## config.mk

```make
export PLATFORM = sky130hd
export DESIGN_NAME = emu_clk_gen
export DESIGN_NICKNAME = d
export VERILOG_FILES = /design/src/rtl/emu_clk_pkg.sv /design/src/rtl/emu_dt_cmp.sv /design/src/rtl/emu_clk_gen.sv
export SDC_FILE = /design/constraint.sdc
export NUM_CORES = 1
export LEC_CHECK = 0
export ABC_AREA = 1
export BUFFER_PORTS_ARGS = -buffer_cell sky130_fd_sc_hd__buf_2
export CORE_MARGIN = 5
export CORE_UTILIZATION = 52
export DETAILED_ROUTE_END_ITERATION = 7
export PLACE_DENSITY_LB_ADDON = 0.2
export SLEW_MARGIN = 5
export SYNTH_ARGS = -nofsm -noshare
export SYNTH_HDL_FRONTEND = slang
export SYNTH_SLANG_ARGS = --single-unit
export TNS_END_PERCENT = 5
```

## constraint.sdc

```tcl
create_clock -name clk -period 2.4 [get_ports clk]
set_input_delay 0.12 -clock clk [delete_from_list [all_inputs] [get_ports clk]]
set_output_delay 0.12 -clock clk [all_outputs]
set_load 0.01 [all_outputs]
```

## src/rtl/emu_clk_pkg.sv

```systemverilog
// Shared types for the emulated clock generator and other timestep requesters.
// Holds the timestep type, its idle value and the oscillator state encoding.
package emu_clk_pkg;

   localparam int DT_WIDTH = 32;

   typedef logic [DT_WIDTH-1:0] dt_t;

   localparam dt_t DT_MAX = '1;

   typedef enum logic [1:0] {
      IDLE = 2'd0,
      RUN  = 2'd1,
      STOP = 2'd2
   } clk_gen_state_t;

endpackage

```

## src/rtl/emu_dt_cmp.sv

```systemverilog
// Compare a granted timestep against a requester's remaining count.
// Ports: emu_dt, remaining in; hit (edge due), over (grant overshot), next_remaining out.
module emu_dt_cmp #(
   parameter int W = 32
) (
   input  logic [W-1:0] emu_dt,
   input  logic [W-1:0] remaining,
   output logic         hit,
   output logic         over,
   output logic [W-1:0] next_remaining
);

   // A zero grant never reaches an edge, even if remaining were zero.
   always_comb begin
      hit            = (emu_dt != '0) && (emu_dt >= remaining);
      over           = emu_dt > remaining;
      next_remaining = hit ? remaining : remaining - emu_dt;
   end

endmodule

```

## src/rtl/emu_clk_gen.sv

```systemverilog
// One emulated oscillator: requests a timestep to its next edge, consumes the grant.
// Ports: clk, rst_n, enable, half_period, emu_dt in; dt_req, clk_val, clk_rise, dt_err out.
module emu_clk_gen #(
   parameter int                  DT_WIDTH = 32,
   parameter logic [DT_WIDTH-1:0] DT_MAX   = {DT_WIDTH{1'b1}}
) (
   input  logic                clk,
   input  logic                rst_n,
   input  logic                enable,
   input  logic [DT_WIDTH-1:0] half_period,
   input  logic [DT_WIDTH-1:0] emu_dt,
   output logic [DT_WIDTH-1:0] dt_req,
   output logic                clk_val,
   output logic                clk_rise,
   output logic                dt_err
);

   import emu_clk_pkg::*;

   localparam logic [DT_WIDTH-1:0] ONE = {{(DT_WIDTH-1){1'b0}}, 1'b1};

   clk_gen_state_t      state, state_n;
   logic [DT_WIDTH-1:0] remaining, rem_n;
   logic                val_n, rise_n, err_n;
   logic [DT_WIDTH-1:0] hp_eff;
   logic                hit, over;
   logic [DT_WIDTH-1:0] next_rem;

   emu_dt_cmp #(
      .W (DT_WIDTH)
   ) u_cmp (
      .emu_dt         (emu_dt),
      .remaining      (remaining),
      .hit            (hit),
      .over           (over),
      .next_remaining (next_rem)
   );

   assign hp_eff = (half_period == '0) ? ONE : half_period;
   assign dt_req = remaining;

   always_ff @(posedge clk or negedge rst_n) begin
      if (!rst_n) begin
         state     <= IDLE;
         remaining <= DT_MAX;
         clk_val   <= 1'b0;
         clk_rise  <= 1'b0;
         dt_err    <= 1'b0;
      end else begin
         state     <= state_n;
         remaining <= rem_n;
         clk_val   <= val_n;
         clk_rise  <= rise_n;
         dt_err    <= err_n;
      end
   end

   always_comb begin
      state_n = state;
      rem_n   = remaining;
      val_n   = clk_val;
      rise_n  = 1'b0;
      err_n   = dt_err;
      unique case (state)
         IDLE: begin
            rem_n = DT_MAX;
            val_n = 1'b0;
            if (enable) begin
               state_n = RUN;
               rem_n   = hp_eff;
            end
         end
         RUN, STOP: begin
            if (over) err_n = 1'b1;
            if (!enable && !clk_val) begin
               // Low level: stop at once, dropping any coincident rise.
               state_n = IDLE;
               rem_n   = DT_MAX;
            end else begin
               // High level without enable drains to the falling edge.
               // Re-enabling while draining keeps the running count.
               state_n = enable ? RUN : STOP;
               rem_n   = next_rem;
               if (hit) begin
                  val_n  = ~clk_val;
                  rise_n = ~clk_val;
                  if (!enable) begin
                     state_n = IDLE;
                     rem_n   = DT_MAX;
                  end else begin
                     rem_n = hp_eff;
                  end
               end
            end
         end
         default: begin
            state_n = IDLE;
            rem_n   = DT_MAX;
            val_n   = 1'b0;
         end
      endcase
   end

endmodule

```

==> results of run 1 <==
-- layout make-up --
| type | count | area, um^2 |
|---|---|---|
| Fill cell | 975 | 3430 |
| Clock buffer | 6 | 82.6 |
| Inverter | 163 | 612 |
| Clock inverter | 2 | 13.8 |
| Timing Repair Buffer | 143 | 867 |
| Sequential cell | 37 | 966 |
| Tap cell | 133 | 166 |
| Multi-Input combinational cell | 649 | 3450 |
-- sequential cells by signal (all words and copies together), names as in the netlist --
| register | count |
|---|---|
| clk_val | 1 |
| state | 2 |
| clk_rise | 1 |
| dt_req | 32 |
| dt_err | 1 |
-- what timing repair did --
item | in CTS | in global routing
pin swaps | 1 | 9
setup endpoints to repair | 26 | 34
hold buffers | 1 | 0
endpoints found under the hold margin | 5 | 0
cloned | 3 | 0
buffers inserted | 5 | 2
gates resized for setup | 6 | 29
-- cell families (layout without fill, tap and decap cells) --
family	count (synthesis)	after routing	synth area share [%]
AND/OR/NAND/NOR	518	520	45.8
buffers and inverters	188	314	14.8
AO/OA/AOI/OAI	79	79	8.73
flip-flops	37	37	19.2
adder cells (fa/ha/maj)	35	35	8.85
XOR/XNOR	15	15	2.61
-- metrics by stage --
stage               util [%]  total power, mW  hold WS (ns)  setup WS [ns]  cells
floorplan                  -             5.06        -0.176         0.0616    872
global placement        61.3             6.85         0.269         0.0339   1117
detailed placement      61.3             6.87         0.272        -0.0169   1117
CTS                     63.6             7.67         0.144       -0.00663   1134
global route            64.2             8.56         0.187         -0.135   1133
finish                  64.2             7.89         0.146        -0.0231   1133
-- routing by layer --
layer,vias to the layer above,share of wire (%)
li1,2997,-
met1,2726,43
met2,251,46
met3,41,7.9
met4,0,2.7
met5,-,0
-- final timing paths --
| path | startpoint | to | cells past startpoint |
|---|---|---|---|
| max | dt_req[31]$_DFF_PN1_ | dt_req[17]$_DFF_PN1_ | 13 |
| min | half_period[4] | dt_req[4]$_DFF_PN1_ | 5 |
| max reg2reg | dt_req[31]$_DFF_PN1_ | dt_req[17]$_DFF_PN1_ | 13 |
| min reg2reg | dt_err$_DFFE_PN0P_ | dt_err$_DFFE_PN0P_ | 1 |
| max in group asynchronous | rst_n | state[0]$_DFFE_PN0P_ | 2 |
| min in group asynchronous | rst_n | dt_err$_DFFE_PN0P_ | 2 |
-- report_power, final --
| part | switching, mW | leakage (nW) | internal [mW] |
|---|---|---|---|
| registers | 0.254 | 0.399 | 1.09 |
| logic | 3.77 | 3.11 | 2.29 |
| clock network | 0.248 | 0.0512 | 0.233 |
-- layout by cell type, fill, tap and decap left out, drive strengths merged, types with 2 or more instances in the layout --
cell type,Yosys,routed
buf,12,142
nor3,4,4
o21ai,8,8
ha,34,34
or2,4,4
dfstp,32,32
nand3b,6,6
nor2,63,63
clkbuf,13,6
nand4,29,29
xor2,14,14
clkinv,0,2
o21bai,9,9
nor4,4,4
and2,4,4
nand2,313,315
dfrtp,5,5
nand3,91,91
a21oi,56,56
inv,163,163
a21o,2,2
-- tightest hold or removal path: cells and delay by family --
family,cells,cell delay [ns]
compound gates,1,0.06
buf+inv,2,0.11
simple gates,2,0.12
==> results by group, run 1 <==
CTS
  – Maximum buffer depth of the clock tree: 2
  – H-Tree Depth: 2
  – Clock Latency Late Sink: 0.30 ns
  – Root Driver: clkbuf_8
  – CTS tree: yes
  – Num CTS Buffers: 5
  – CTS Sinks: 37
  – Worst-path clk slew: around 0.09 ns

Setup path
  – Critical-path cell list: ha_1 > nand2_1 > a21oi_1 > nor2_1 > nand2_1 > a21oi_2 > nand2_2 > nand2_4 > nand2_8 > buf_12 > buf_12 > a21oi_2 > o21ai_2
  – Crit Path Max Fanout: 5
  – Crit path launch type: register
  – CP peak stage delay: 0.57 ns
  – Crit path max-delay family: simple AND/OR/NAND/NOR gates
  – CP Capture Type: register
  – Worst Path Buf+Inv: 2
  – Crit path kind: reg -> reg
  – CP required: 2.63 ns
  – Slowest-stage cell, CP: dfstp_2
  – Worst Path Arrival: around 2.7 ns
  – Reg-to-reg setup timing slack: -0.02 ns

Status
  – Status: finished, violations left
  – Failing checks: negative setup slack

Power
  – Pwr dens: 1280 nW/um^2
  – Worst VDD drop: 0.645 mV
  – Leak pwr: 3.56 nW

GRT
  – M2 GR Usage: 50.1%
  – Vias in the first global route: 5,693
  – GR peak layer: met2
  – First-pass GRT wire length: about 28,000 um
  – Grt total ovfl: 0
  – Largest net degree at the start of global routing: 38
  – Total GRT Usage: 30.0%
  – Met1 usage: between 40% and 50%
  – Met3 GRT Util: 3.82%
  – Initial antenna violation count: 0

Die
  – Die Width: roughly 110 um
  – Chip height: 108 um
  – FP Rows: 36
  – Core Area: 9590 um^2
  – Die area: about 12,000 um^2
  – IO Count: 102
  – Initial Utilization: about 52%

STA
  – Clock skew: between 0.01 and 0.015 ns
  – Setup_tns: -0.0339 ns
  – Slew Limit Fails: 0
  – Final hold violation count: 0
  – RSZ-0062 raised after global routing: true
  – Finish-stage setup viols: 3
  – Tcrit/Tclk final: 101%
  – Fmax: 0.413 GHz
  – Worst-Margin Slew: approximately 0.9 ns
  – Setup ws final: -0.0231 ns
  – Min Tclk post-route: 2.42 ns
  – Slew headroom: 41.1%

Routing
  – Drt wl/cell: between 15 and 20 um
  – TritonRoute pass-1 iters: 5
  – Number of remaining DRC errors: 0
  – Routed Antenna Nets: 0
  – Vias per cell: 5.31
  – Detailed-route via count: between 6,000 and 7,000
  – Total Wirelength: around 17,000 um
  – Number of DRC violations after detailed-routing iteration 0: 446

Cells and area
  – Synthesis-to-finish area growth: 22.5%
  – Antenna cells: 0
  – Design area: 6160 um^2
  – NumNets Final: about 1,100
  – Share of layout cells above drive strength 1: 24.9%

Place
  – Global placement routability congestion: 0.993
  – Area post-placement: about 6000 um^2
  – HPWL Detailed: 14,200 um
  – IO buf count: 101

Yosys
  – EDFF count, synth: 0
  – Post-synthesis instance total: 872
  – Syn Std Cell Area: 5030 um^2
  – Synth Flop Type: dfstp_2
  – Seq cells post-synth: 37
  – Net count after synthesis: 974
  – Fraction of registers with async set/reset: 100%
  – Area share of the largest cell type after synthesis: 21.7%
  – Post-synth top cells: nand2_1 (291), inv_1 (159), nand3_1 (91), nor2_1 (57), a21oi_1 (56)
  – Synth area leader: nand2_1
  – Mean Syn Cell Area: 5.77 um^2
  – Ys Warns: 0
  – Post-synthesis sequential area ratio: a little under a fifth
  – Most frequent cell after synthesis: nand2_1
  – Synth top area cells: nand2_1 (22%), dfstp_2 (17%), inv_1 (12%), nand3_1 (9.1%), ha_1 (8.5%)
  – Distinct cells, synth: 41

Min path
  – Hold Crit Class: in -> reg

Flow run
  – Max_cap viols: 0
Note: power is estimated with default switching activity, not from simulation.
==> run 2, diff against run 1 <==
--- a/config.mk
+++ b/config.mk
@@ -7,10 +7,13 @@
 export LEC_CHECK = 0
 export ABC_AREA = 1
 export BUFFER_PORTS_ARGS = -buffer_cell sky130_fd_sc_hd__buf_2
+export CAP_MARGIN = 20
 export CORE_MARGIN = 5
 export CORE_UTILIZATION = 52
 export DETAILED_ROUTE_END_ITERATION = 7
 export PLACE_DENSITY_LB_ADDON = 0.2
+export SETUP_SLACK_MARGIN = 0.15
+export SKIP_LAST_GASP = 1
 export SLEW_MARGIN = 5
 export SYNTH_ARGS = -nofsm -noshare
 export SYNTH_HDL_FRONTEND = slang
==> run 2 against run 1 <==
  * Critical path type unchanged
  * Highest routed layer unchanged
  * Fmax grew 3.1%
  * Final cell count is essentially flat
  * The run now ends clean
  * Sequential share of layout area grew 0.058 points
  * Critical endpoint is now dt_req[27]$_DFF_PN1_
  * Largest cell class unchanged
==> results by group, run 2 (synthesis gave the netlist of run 1 again) <==
Cells and area
  – NumNets Final: 1,102 (+0.091%)
  – Design area: 6140 um^2 (-0.37%)
  – Largest register FFs: 32 (unchanged)
  – Synthesis-to-finish area growth: 22.0%
  – Most frequent cells in the layout: nand2_1 (285), inv_1 (157), buf_2 (101)
  – Reg area: 966 um^2 (unchanged)
  – Area of the multi-input gates: 3390 um^2 (-1.9%)
  – Share of layout cells above drive strength 1: 24.0% (-0.92 points)
  – Fill cells: 968 (-0.72%)
  – Commonest non-fill, non-tap cell in the layout: nand2_1
  – Antenna cells: 0 (unchanged)

CTS
  – H-Tree Depth: 2 (unchanged)
  – CTS tree: yes
  – Worst-path clk slew: 0.08 ns (about the same)
  – Num CTS Buffers: 5 (unchanged)
  – Maximum buffer depth of the clock tree: 2 (unchanged)
  – Clock Latency Late Sink: 0.30 ns (about the same)
  – Root Driver: clkbuf_8
  – CTS Sinks: 37 (unchanged)

Flow run
  – Max_cap viols: 0 (unchanged)

Power
  – Pwr dens: 1270 nW/um^2 (-1.1%)
  – Worst VDD drop: 0.643 mV (-0.26%)
  – Leak pwr: 3.56 nW (+0.16%)

Routing
  – Vias per cell: 5.10 (-3.9%)
  – Detailed-route via count: 5,783 (-3.9%)
  – TritonRoute pass-1 iters: 5 (unchanged)
  – Total Wirelength: 16,800 um (-4.1%)
  – Drt wl/cell: 14.8 um (-4.1%)
  – Number of remaining DRC errors: 0 (unchanged)
  – Number of DRC violations after detailed-routing iteration 0: 453 (+1.6%)
  – Routed Antenna Nets: 0 (unchanged)

GRT
  – Grt total ovfl: 0 (unchanged)
  – Total GRT Usage: 28.7% (-1.3 points)
  – Largest net degree at the start of global routing: 38 (unchanged)
  – Vias in the first global route: 5,300 (-6.9%)
  – First-pass GRT wire length: 26,400 um (-4.5%)
  – Initial antenna violation count: 0 (unchanged)

STA
  – Slew Limit Fails: 0 (unchanged)
  – Final hold violation count: 0 (unchanged)
  – Setup ws final: 0.0494 ns (+0.0724 ns)
  – Clock skew: 0.0119 ns (-0.000141 ns)
  – Worst-Margin Slew: 0.892 ns (+0.00896 ns)
  – Worst Hold Slack: 0.149 ns (+0.00232 ns)
  – Min Tclk post-route: 2.35 ns (-0.0724 ns)
  – Tcrit/Tclk final: 97.9% (-3.0 points)
  – Fmax: 0.425 GHz (+3.1%)
  – Finish-stage setup viols: 0 (-3)
  – RSZ-0062 raised after global routing: true
  – Slew headroom: 40.5% (-0.60 points)

Setup path
  – CP Capture Type: register
  – Worst Path Buf+Inv: 3 (+1)
  – Crit Path Max Fanout: 7 (+2)
  – Crit path kind: reg -> reg
  – CP peak stage delay: 0.54 ns (-0.03 ns)
  – Crit path max-delay family: simple AND/OR/NAND/NOR gates
  – Critical-path cell list: inv_2 > ha_4 > fa_2 > inv_2 > nand2_2 > nand2_2 > nand3_2 > nand2_2 > nand2_2 > nand2_2 > nand2_2 > nand2_2 > nand2_4 > nand2_8 > clkbuf_16 > nand4_1 > nand3_1
  – Slowest-stage cell, CP: dfstp_2
  – Crit path launch type: register
  – CP required: 2.64 ns (about the same)
  – CP dominant cell by count: nand2_2
  – Worst Path Arrival: 2.59 ns (-0.06 ns)

Die
  – IO Count: 102 (unchanged)
  – Die area: 11,700 um^2 (unchanged)
  – Initial Utilization: 52.4% (unchanged)
  – Die Width: 108 um (unchanged)
  – Chip height: 108 um (unchanged)
  – Core Area: 9590 um^2 (unchanged)
  – FP Rows: 36 (unchanged)

Min path
  – Hold Crit Class: in -> reg

Status
  – Status: finished, final reports clean

Place
  – Pre-CTS setup slack: 0.0594 ns (+0.0763 ns)
  – IO buf count: 101 (unchanged)
  – Global placement routability congestion: 1.05 (+5.3%)
  – HPWL Detailed: 14,000 um (-1.4%)
  – Area post-placement: 5890 um^2 (+0.26%)
[run 2: where the power goes]
group / leakage (nW) / internal [mW] / total (mW) / switching (mW)
Combinational: 3.11 / 2.34 / 5.98 / 3.64
Sequential: 0.399 / 1.09 / 1.32 / 0.232
Clock: 0.0512 / 0.233 / 0.477 / 0.244
[run 2: stage by stage]
| stage | total power, mW | setup TNS [ns] | util (%) | cells |
|---|---|---|---|---|
| after floorplan | 5.08 | 0 | - | 872 |
| after global placement | 6.88 | 0 | 61.4 | 1120 |
| after detailed placement | 6.88 | 0 | 61.4 | 1120 |
| after CTS | 7.41 | 0 | 62.6 | 1129 |
| after global routing | 8.49 | -1.54 | 64.0 | 1134 |
| final | 7.77 | 0 | 64.0 | 1134 |
[run 2: path summary, 6_finish.rpt]
kind,end,slack [ns],cells past startpoint,start
setup / recovery,dt_req[27]$_DFF_PN1_,0.05,17,dt_req[0]$_DFF_PN1_
hold / removal,dt_req[4]$_DFF_PN1_,0.15,5,half_period[4]
setup reg to reg,dt_req[27]$_DFF_PN1_,0.05,17,dt_req[0]$_DFF_PN1_
hold reg to reg,dt_err$_DFFE_PN0P_,0.52,1,dt_err$_DFFE_PN0P_
max in group asynchronous,dt_err$_DFFE_PN0P_,1.38,2,rst_n
min in group asynchronous,clk_val$_DFFE_PN0P_,0.48,2,rst_n
[run 2: worst register-to-register path: stages, from the launching register on]
cell and delay [ns]:
dfstp_2 0.54, inv_2 0.04, ha_4 0.15, fa_2 0.36, inv_2 0.07, nand2_2 0.04, nand2_2 0.06, nand3_2 0.06
nand2_2 0.07, nand2_2 0.05, nand2_2 0.07, nand2_2 0.07, nand2_2 0.08, nand2_4 0.09, nand2_8 0.13, clkbuf_16 0.17
nand4_1 0.11, nand3_1 0.13
[run 2: area by class of cell]
type                    instances  area share [%]
clock buffers                   6            1.35
clock inverters                 2           0.224
well taps                     133            2.71
flip-flops and latches         37            15.7
repair buffers                145            14.8
inverters                     163            9.97
multi-input cells             648            55.2
[run 2: metal layers]
metal	wire length (um)	vias up	GRT usage (%)	share of wire [%]
li1	-	2987	-	-
met1	7440	2559	39.9	44
met2	7610	209	46.5	45
met3	1260	28	4.54	7.5
met4	465	0	7.48	2.8
met5	0	-	0	0
[run 2: what timing repair did]
item | 4_1_cts | 5_1_grt
gates resized for setup | 2 | 16
endpoints found under the setup margin | 34 | 35
pin swaps | 0 | 5
setup buffers | 0 | 2
endpoints found under the hold margin | 5 | 0
hold buffers | 1 | 0
gates cloned | 0 | 3
==> run 3, diff against run 2 <==
--- a/config.mk
+++ b/config.mk
@@ -9,7 +9,7 @@
 export BUFFER_PORTS_ARGS = -buffer_cell sky130_fd_sc_hd__buf_2
 export CAP_MARGIN = 20
 export CORE_MARGIN = 5
-export CORE_UTILIZATION = 52
+export CORE_UTILIZATION = 57
 export DETAILED_ROUTE_END_ITERATION = 7
 export PLACE_DENSITY_LB_ADDON = 0.2
 export SETUP_SLACK_MARGIN = 0.15
==> constraint.sdc (replaced) <==
create_clock -name clk -period 2.55 [get_ports clk]
set_input_delay 0.1275 -clock clk [delete_from_list [all_inputs] [get_ports clk]]
set_output_delay 0.1275 -clock clk [all_outputs]
set_load 0.01 [all_outputs]
==> run 3 against run 2 <==
  * Wire length increased by 2.5%
  * Via count increased by 2.2%
  * Design area fell by 2.7%
  * Clock-buffer cell count is 1 lower
  * Global-route usage up 0.88 points
  * Largest power group unchanged
  * Highest routed layer unchanged
==> results by group, run 3 (synthesis gave the netlist of run 1 again) <==
Routing
  – Detailed-route via count: 5,910 (+2.2%)
  – Routed Antenna Nets: 0 (unchanged)
  – Number of DRC violations after detailed-routing iteration 0: 460 (+1.5%)
  – Drt wl/cell: 15.8 um (+6.7%)
  – Number of remaining DRC errors: 0 (unchanged)
  – Total Wirelength: 17,200 um (+2.5%)
  – TritonRoute pass-1 iters: 5 (unchanged)
  – Vias per cell: 5.43 (+6.4%)

Min path
  – Hold Crit Class: in -> reg
  – Hold path start: half_period[17]
  – Hold Crit Endpoint: dt_req[17]$_DFF_PN1_
  – Hold depth: 3 (-2)

Power
  – Pwr dens: 1230 nW/um^2 (-3.1%)
  – Leak pwr: 3.46 nW (-2.8%)
  – Worst VDD drop: 0.863 mV (+34%)
  – Final Power: 7.33 mW (-5.7%)

STA
  – Slew headroom: 44.3% (+3.7 points)
  – RSZ-0062 raised after global routing: true
  – Final hold violation count: 0 (unchanged)
  – Min Tclk post-route: 2.52 ns (+0.170 ns)
  – Finish-stage setup viols: 0 (unchanged)
  – Tcrit/Tclk final: 98.8% (+0.90 points)
  – Setup_tns: 0 ns (unchanged)
  – Setup ws final: 0.0294 ns (-0.0200 ns)
  – Slew Limit Fails: 0 (unchanged)
  – Worst-Margin Slew: 0.836 ns (-0.0561 ns)
  – Fmax: 0.397 GHz (-6.7%)
  – Clock skew: 0.0101 ns (-0.00181 ns)

Die
  – Die area: 10,800 um^2 (-8.0%)
  – Initial Utilization: 58.0% (+5.5 points)
  – Die Width: 104 um (-4.1%)
  – Core Area: 8680 um^2 (-9.5%)
  – Chip height: 104 um (-4.1%)
  – FP Rows: 34 (-5.6%)
  – IO Count: 102 (unchanged)

Place
  – Global placement routability congestion: 1.05 (about the same)
  – Placed Cells incl. Taps: 1,070 (-4.5%)
  – HPWL Detailed: 13,400 um (-4.2%)
  – IO buf count: 101 (unchanged)
  – Pre-CTS setup slack: 0.0564 ns (-0.00295 ns)

GRT
  – Met3 GRT Util: 3.41% (-1.1 points)
  – GR peak layer: met2
  – Largest net degree at the start of global routing: 47 (+24%)
  – Vias in the first global route: 5,231 (-1.3%)
  – Met1 usage: 42.7% (+2.8 points)
  – M2 GR Usage: 46.5% (about the same)
  – Initial antenna violation count: 0 (unchanged)
  – First-pass GRT wire length: 26,400 um (+0.21%)
  – Grt total ovfl: 0 (unchanged)
  – Total GRT Usage: 29.6% (+0.88 points)

Cells and area
  – Share of layout cells above drive strength 1: 22.0% (-2.0 points)
  – Post-route insts no fill: 1,089 (-4.0%)
  – NumNets Final: 1,082 (-1.8%)
  – Layout Utilization: 68.8% (+4.9 points)
  – Fill cells: 821 (-15%)
  – Largest register FFs: 32 (unchanged)
  – Synthesis-to-finish area growth: 18.8%
  – Antenna cells: 0 (unchanged)
  – Commonest non-fill, non-tap cell in the layout: nand2_1
  – Most frequent cells in the layout: nand2_1 (289), inv_1 (157), buf_2 (101)

Setup path
  – Crit Path Max Fanout: 7 (unchanged)
  – Crit path launch type: register
  – Worst Path Arrival: 2.77 ns (+0.18 ns)
  – Crit path kind: reg -> reg
  – CP required: 2.80 ns (+0.16 ns)
  – CP Capture Type: register
  – Reg2reg end: dt_req[7]$_DFF_PN1_
  – Reg2Reg Depth: 19 (+2)
  – Reg-to-reg setup timing slack: 0.03 ns (-0.02 ns)
  – Reg-to-Reg Start: dt_req[0]$_DFF_PN1_

CTS
  – CTS Sinks: 37 (unchanged)
  – Clock Latency Late Sink: 0.30 ns (about the same)
  – Num CTS Buffers: 5 (unchanged)
  – H-Tree Depth: 2 (unchanged)
  – Worst-path clk slew: 0.08 ns (about the same)
  – Maximum buffer depth of the clock tree: 2 (unchanged)
  – CTS tree: yes
  – Root Driver: clkbuf_8

Flow run
  – Max_cap viols: 0 (unchanged)

Status
  – Status: finished, final reports clean
==> run 3: worst max-delay path, stage by stage, from the launching register on <==
cell,delay (ns)
dfstp_2,0.55
inv_2,0.04
ha_4,0.15
fa_2,0.37
inv_2,0.07
nand2_1,0.04
nand2_1,0.07
nand3_1,0.07
nand2_1,0.09
nand2_1,0.07
nand2_2,0.08
nand2_2,0.09
nand2_4,0.09
nand2_8,0.10
nand2_8,0.11
clkbuf_16,0.18
nand2_2,0.05
nand3_1,0.09
nand2_1,0.06
nand2_1,0.08
==> run 3: metrics by stage <==
step | hold WS, ns | cell area, um^2
3_5_place_dp | 0.270 | 5660
4_1_cts | 0.145 | 5800
3_3_place_gp | 0.267 | 5660
2_1_floorplan | -0.168 | 5030
6_report | 0.153 | 5970
5_1_grt | 0.177 | 5970
==> run 3: area by class of cell <==
type / count / area, um^2 / area share (%)
timing repair buffer: 124 / 741 / 12.4
clock buffer: 5 / 68.8 / 1.15
clock inverter: 3 / 46.3 / 0.775
tap: 108 / 135 / 2.26
sequential: 37 / 966 / 16.2
multi-input combinational: 649 / 3410 / 57.0
inverter: 163 / 612 / 10.2
==> run 3: worst max-delay path by stage <==
stage | start | endpoint | slack (ns)
after detailed placement | dt_req[0]$_DFF_PN1_ | dt_req[14]$_DFF_PN1_ | 0.06
after global placement | dt_req[0]$_DFF_PN1_ | dt_req[12]$_DFF_PN1_ | 0.14
after global routing | dt_req[0]$_DFF_PN1_ | dt_req[7]$_DFF_PN1_ | -0.07
final | dt_req[0]$_DFF_PN1_ | dt_req[7]$_DFF_PN1_ | 0.03
after floorplan | dt_req[0]$_DFF_PN1_ | dt_req[14]$_DFF_PN1_ | 0.21
after CTS | dt_req[0]$_DFF_PN1_ | dt_req[14]$_DFF_PN1_ | 0.10
==> run 3: timing repair <==
item                                    in CTS  in global routing
gates cloned                                 1                  3
resized for setup                            2                 16
endpoints found under the hold margin        5                  0
endpoints found under the setup margin      31                 34
hold buffers                                 1                  0
buffers inserted                             0                  6
pin swaps                                    0                  7
==> run 3: power breakdown <==
| group | leakage [nW] | internal [mW] | total, mW | switching [mW] |
|---|---|---|---|---|
| registers | 0.399 | 1.02 | 1.26 | 0.237 |
| clock network | 0.0543 | 0.293 | 0.531 | 0.238 |
| logic | 3.01 | 2.03 | 5.54 | 3.51 |
| total | 3.46 | 3.35 | 7.33 | 3.99 |
==> run 3: layer usage <==
layer  share of wire [%]  vias up
met2                  46      302
li1                    -     2959
met4                 2.5        0
met5                   0        -
met3                 9.6       39
met1                  42     2610
